### src/rtl/rst_seq_ctrl.sv
// rst_seq_ctrl: reset sequencer for a tx clock-mux speed change.
// Holds the tx datapath and RTC domain in reset after system reset.
// On each accepted mode request it sequences the tx reset around the
// clock-mux select change. All outputs are registered from one FSM process.
module rst_seq_ctrl #(
    parameter int INIT_CYCLES = 32,
    parameter int PRE_CYCLES  = 4,
    parameter int MUX_CYCLES  = 8,
    parameter int POST_CYCLES = 16
) (
    input  logic pbus_clk,
    input  logic rst_sys_n,
    input  logic mode_req_valid_i,
    input  logic mode_req_i,
    input  logic sw_rst_i,
    output logic mode_req_ready_o,
    output logic mii_mode_o,
    output logic tx_rst_n_o,
    output logic rtc_rst_n_o,
    output logic seq_busy_o,
    output logic seq_done_o
);

    // Counter reload value: N-1, with a length of 0 treated as 1 cycle.
    function automatic logic [15:0] load_val(input int n);
        logic [15:0] v_s;
        if (n <= 1) begin
            v_s = 16'd0;
        end else begin
            v_s = 16'(n - 1);
        end
        return v_s;
    endfunction

    localparam logic [15:0] INIT_LD = load_val(INIT_CYCLES);
    localparam logic [15:0] PRE_LD  = load_val(PRE_CYCLES);
    localparam logic [15:0] MUX_LD  = load_val(MUX_CYCLES);
    localparam logic [15:0] POST_LD = load_val(POST_CYCLES);

    typedef enum logic [2:0] {
        ST_INIT    = 3'd0,
        ST_ASSERT  = 3'd1,
        ST_SWITCH  = 3'd2,
        ST_RELEASE = 3'd3,
        ST_DONE    = 3'd4,
        ST_IDLE    = 3'd5
    } state_t;

    state_t      state_r;
    logic [15:0] cnt_r;
    logic        mode_lat_r;
    logic        ready_r;
    logic        mii_r;
    logic        tx_rst_n_r;
    logic        rtc_rst_n_r;
    logic        busy_r;
    logic        done_r;

    // Sequencer FSM: state, down-counter, latched request and all outputs.
    always_ff @(posedge pbus_clk) begin
        if (!rst_sys_n) begin
            state_r     <= ST_INIT;
            cnt_r       <= INIT_LD;
            mode_lat_r  <= 1'b0;
            ready_r     <= 1'b0;
            mii_r       <= 1'b0;
            tx_rst_n_r  <= 1'b0;
            rtc_rst_n_r <= 1'b0;
            busy_r      <= 1'b1;
            done_r      <= 1'b0;
        end else if (sw_rst_i) begin
            // Full restart; the mux select keeps its last value.
            state_r     <= ST_INIT;
            cnt_r       <= INIT_LD;
            ready_r     <= 1'b0;
            tx_rst_n_r  <= 1'b0;
            rtc_rst_n_r <= 1'b0;
            busy_r      <= 1'b1;
            done_r      <= 1'b0;
        end else begin
            done_r <= 1'b0;
            case (state_r)
                ST_INIT: begin
                    if (cnt_r == 16'd0) begin
                        state_r     <= ST_RELEASE;
                        cnt_r       <= POST_LD;
                        rtc_rst_n_r <= 1'b1;
                    end else begin
                        cnt_r <= cnt_r - 16'd1;
                    end
                end
                ST_ASSERT: begin
                    if (cnt_r == 16'd0) begin
                        state_r <= ST_SWITCH;
                        cnt_r   <= MUX_LD;
                        mii_r   <= mode_lat_r;
                    end else begin
                        cnt_r <= cnt_r - 16'd1;
                    end
                end
                ST_SWITCH: begin
                    if (cnt_r == 16'd0) begin
                        state_r <= ST_RELEASE;
                        cnt_r   <= POST_LD;
                    end else begin
                        cnt_r <= cnt_r - 16'd1;
                    end
                end
                ST_RELEASE: begin
                    if (cnt_r == 16'd0) begin
                        state_r    <= ST_DONE;
                        tx_rst_n_r <= 1'b1;
                        done_r     <= 1'b1;
                    end else begin
                        cnt_r <= cnt_r - 16'd1;
                    end
                end
                ST_DONE: begin
                    state_r <= ST_IDLE;
                    busy_r  <= 1'b0;
                    ready_r <= 1'b1;
                end
                ST_IDLE: begin
                    if (mode_req_valid_i && ready_r) begin
                        mode_lat_r <= mode_req_i;
                        ready_r    <= 1'b0;
                        busy_r     <= 1'b1;
                        if (mode_req_i == mii_r) begin
                            // Already in the requested mode: no reset pulse.
                            state_r <= ST_DONE;
                            done_r  <= 1'b1;
                        end else begin
                            state_r    <= ST_ASSERT;
                            cnt_r      <= PRE_LD;
                            tx_rst_n_r <= 1'b0;
                        end
                    end else begin
                        state_r <= ST_IDLE;
                    end
                end
                default: begin
                    // Unreachable encoding: recover through a full restart.
                    state_r     <= ST_INIT;
                    cnt_r       <= INIT_LD;
                    ready_r     <= 1'b0;
                    tx_rst_n_r  <= 1'b0;
                    rtc_rst_n_r <= 1'b0;
                    busy_r      <= 1'b1;
                end
            endcase
        end
    end

    assign mode_req_ready_o = ready_r;
    assign mii_mode_o       = mii_r;
    assign tx_rst_n_o       = tx_rst_n_r;
    assign rtc_rst_n_o      = rtc_rst_n_r;
    assign seq_busy_o       = busy_r;
    assign seq_done_o       = done_r;

endmodule
### config.mk
export PLATFORM = sky130hd
export DESIGN_NAME = rst_seq_ctrl
export DESIGN_NICKNAME = d
export VERILOG_FILES = /design/src/rtl/rst_seq_ctrl.sv
export SDC_FILE = /design/constraint.sdc
export NUM_CORES = 1
export LEC_CHECK = 0
export CORE_MARGIN = 8
export CORE_UTILIZATION = 61
export DETAILED_ROUTE_END_ITERATION = 8
export DONT_BUFFER_PORTS = 1
export PLACE_DENSITY_LB_ADDON = 0.2
export SLEW_MARGIN = 20
export SYNTH_ARGS = -nofsm -noshare
export SYNTH_HDL_FRONTEND = slang
export SYNTH_SLANG_ARGS = --single-unit
### constraint.sdc
create_clock -name pbus_clk -period 2.3 [get_ports pbus_clk]
set_input_delay 0.23 -clock pbus_clk [delete_from_list [all_inputs] [get_ports pbus_clk]]
set_output_delay 0.23 -clock pbus_clk [all_outputs]
set_load 0.01 [all_outputs]
==> impl_metrics.csv <==
group,metric,value,unit
outcome,status,"complete, no violations",
critical_path,r2r_start,"cnt_r[0]$_SDFFE_PP1P_",
cts,cts.sinks,26,
logic_synthesis,ys_warn_count,0,
logic_synthesis,avgSynthCellArea,8.12,um^2
timing,finalCritPeriodShare,0.900,
logic_synthesis,synth_top_cell_by_area,"dfxtp_1",
detailed_routing,drtIter0Drc,96,
timing,hold_viol,0,
cts,tritoncts,"yes",
logic_synthesis,syn_inst,173,
logic_synthesis,synthArstFlopShare,0,
logic_synthesis,synth.yosys.seq_area_share,0.370,
critical_path,r2r_end,"cnt_r[8]$_SDFFE_PP0P_",
logic_synthesis,synth_edf_count,0,
timing,finalSetupViolCount,0,
logic_synthesis,synth_area,0.00141,mm^2
flow_run,maxCapViolCount,0,
detailed_routing,drc,0,
critical_path,end_kind,"register",
critical_path,critPathArrivalTime,2.30,ns
power,power_leakage,0.000526,uW
grt,grt_pass1_wl,5750,um
finish,multi_input_area,835,um^2
min_path,hold_path_class,"input port to register",
timing,fmax,0.483,GHz
min_path,holdCritStartpoint,"rst_sys_n",
floorplanning,coreArea,0.00219,mm^2
logic_synthesis,synth_area_leaders,"dfxtp_1 (37%), o21ai_0 (5.3%), a21oi_1 (4.6%), nand2_1 (4.3%), nor3_1 (3.2%)",
floorplanning,initial_utilization,0.641,
power,powerDensity,465,mW/mm^2
logic_synthesis,synthTopCellsByCount,"dfxtp_1 (26), nand2_1 (16), o21ai_0 (15)",
critical_path,cp_max_fo,7,
cts,clk_latency,0.32,ns
finish,nNetsFinal,190,
timing,fin_skew,0.00314,ns
logic_synthesis,synthDistinctLibCells,44,
cts,numCtsBuffers,3,
logic_synthesis,synth_most_common_cell,"dfxtp_1",
critical_path,cp-start-kind,"register",
critical_path,crit_type,"register to register",
cts,cts_resized,0,
timing,slew-limit-headroom,0.728,
cts,cts_hold_buf,0,
floorplanning,ios,11,
grt,antenna_found_initial,0,
critical_path,r2r_slack,0.23,ns
critical_path,rr_worst_depth,8,
cts,cts_buffer_depth,2,
floorplanning,fp.dieArea,0.00410,mm^2
grt,grt_overflow,0,
detailed_routing,first_pass_iters,4,
timing,drv_slew,0,
detailed_routing,wl_per_cell,17.1,um
timing,rsz0062_at_grt,"no",
min_path,holdPathEnd,"mode_lat_r$_SDFFE_PN0P_",
timing,finalSetupTns,0,ns
floorplanning,rows,17,
power,irDropWorstVdd,397,uV
power,finalPower,710,uW
placement,routabilityCongestion,0.962,
timing,layout_min_cycle_time,2.07,ns
finish,fillers,188,
timing,tightest_slew,0.405,ns
grt,grt_use_total,0.169,
cts,post_cts_buffers,0,
logic_synthesis,synth_top_area_frac,0.370,
placement,port_buffers,0,
min_path,min_path_cells,1,
finish,num_antenna_cells,0,
grt,grt_pass1_vias,1283,
cts,htree_levels,1,
detailed_routing,antenna_left,0,
finish,seqCellArea,520,um^2
finish,area_growth,8.73,%
detailed_routing,viasPerCell,6.64,
critical_path,cp_data_required_time,2.53,ns
floorplanning,die_height,64.0,um
cts,cts_root_buf,"clkbuf_4",
finish,drive_gt1_frac,0.110,
grt,grt_max_degree,15,
placement,dp_hpwl,2660,um
logic_synthesis,synthesis.nets,180,
floorplanning,die_w,64.0,um
detailed_routing,wirelength,3600,um
detailed_routing,vias,1395,
logic_synthesis,ys_seq_elements,26,
cts,clk_pin_slew,0.14,ns
logic_synthesis,synth-main-ff-cell,"dfxtp_1",
## where the power goes
| part | switching, uW | internal, uW |
|---|---|---|
| Sequential | 1.94 | 452 |
| Combinational | 15.9 | 9.48 |
| Clock | 133 | 96.9 |
| Total | 151 | 559 |
## routing by layer
metal,GRT usage,vias up,share of wire
met5,0,-,0
met4,0.0669,0,0.013
li1,-,680,-
met3,0.0261,7,0.078
met1,0.215,631,0.44
met2,0.279,77,0.47
## worst max-delay path by stage
stage                                      from                      to  slack (ns)  cells after the start
after floorplan           cnt_r[6]$_SDFFE_PP0P_  cnt_r[14]$_SDFFE_PP0P_        0.46                      5
after global placement    cnt_r[0]$_SDFFE_PP1P_   cnt_r[8]$_SDFFE_PP0P_        0.36                      8
after CTS                 cnt_r[0]$_SDFFE_PP1P_   cnt_r[8]$_SDFFE_PP0P_        0.26                      8
after global routing      cnt_r[0]$_SDFFE_PP1P_   cnt_r[8]$_SDFFE_PP0P_        0.12                      8
final                     cnt_r[0]$_SDFFE_PP1P_   cnt_r[8]$_SDFFE_PP0P_        0.23                      8
after detailed placement  cnt_r[0]$_SDFFE_PP1P_   cnt_r[8]$_SDFFE_PP0P_        0.28                      8
## cell families (layout without fill, tap and decap cells)
kind of cell | after synthesis | after routing | share of synthesized area
simple gates | 67 | 67 | 0.262
compound gates | 62 | 62 | 0.294
flops | 26 | 26 | 0.370
buf+inv | 13 | 22 | 0.0356
fa+ha+maj | 2 | 2 | 0.0178
mux | 2 | 2 | 0.0142
xor+xnor | 1 | 1 | 0.00623
## cell usage in the layout (no fill, tap or decap), types with 2 or more instances in the layout
master,n
dfxtp_1,26
nand2_1,16
o21ai_0,15
a21oi_1,13
nor2_1,10
nor3_1,9
buf_4,9
nand3_1,8
inv_1,7
a31oi_1,7
nor2b_1,4
o211ai_1,4
a211oi_1,4
nor4_1,3
nand2b_1,3
o22ai_1,3
a22oi_1,3
nand4_1,3
or3_4,3
clkbuf_4,3
or3_1,2
a221o_1,2
o21a_1,2
mux2i_1,2
ha_1,2
## area by class of cell
cell class,instances,area share
multi-input cells,134,0.546
repair buffers,9,0.0442
flip-flops and latches,26,0.341
well taps,28,0.0229
clock buffers,4,0.0238
inverters,9,0.0221
## flip-flops by register name, summed over array words and instances (netlist names)
| name | count |
|---|---|
| cnt_r | 16 |
| mii_mode_o | 1 |
| mode_lat_r | 1 |
| mode_req_ready_o | 1 |
| rtc_rst_n_o | 1 |
| seq_busy_o | 1 |
| seq_done_o | 1 |
| state_r | 3 |
| tx_rst_n_o | 1 |
## stage by stage
| stage | hold slack [ns] | instance area (um^2) | setup slack [ns] | cells | util |
|---|---|---|---|---|---|
| 2_1_floorplan | 0.358 | 1410 | 0.462 | 173 | - |
| 3_3_place_gp | 0.372 | 1490 | 0.362 | 206 | 0.681 |
| 3_5_place_dp | 0.367 | 1490 | 0.282 | 206 | 0.681 |
| 4_1_cts | 0.0239 | 1530 | 0.260 | 210 | 0.697 |
| 5_1_grt | 0.0134 | 1530 | 0.119 | 210 | 0.697 |
| 6_report | 0.0249 | 1530 | 0.230 | 210 | 0.697 |
## worst max-delay path, cell delays in order (launching register included)
cell	delay, ns
dfxtp_1	0.41
inv_1	0.11
ha_1	0.20
nor2b_1	0.15
and2_1	0.21
nand2_1	0.21
o21a_1	0.25
inv_2	0.08
a221o_1	0.34
(Power assumes the default switching activity.)
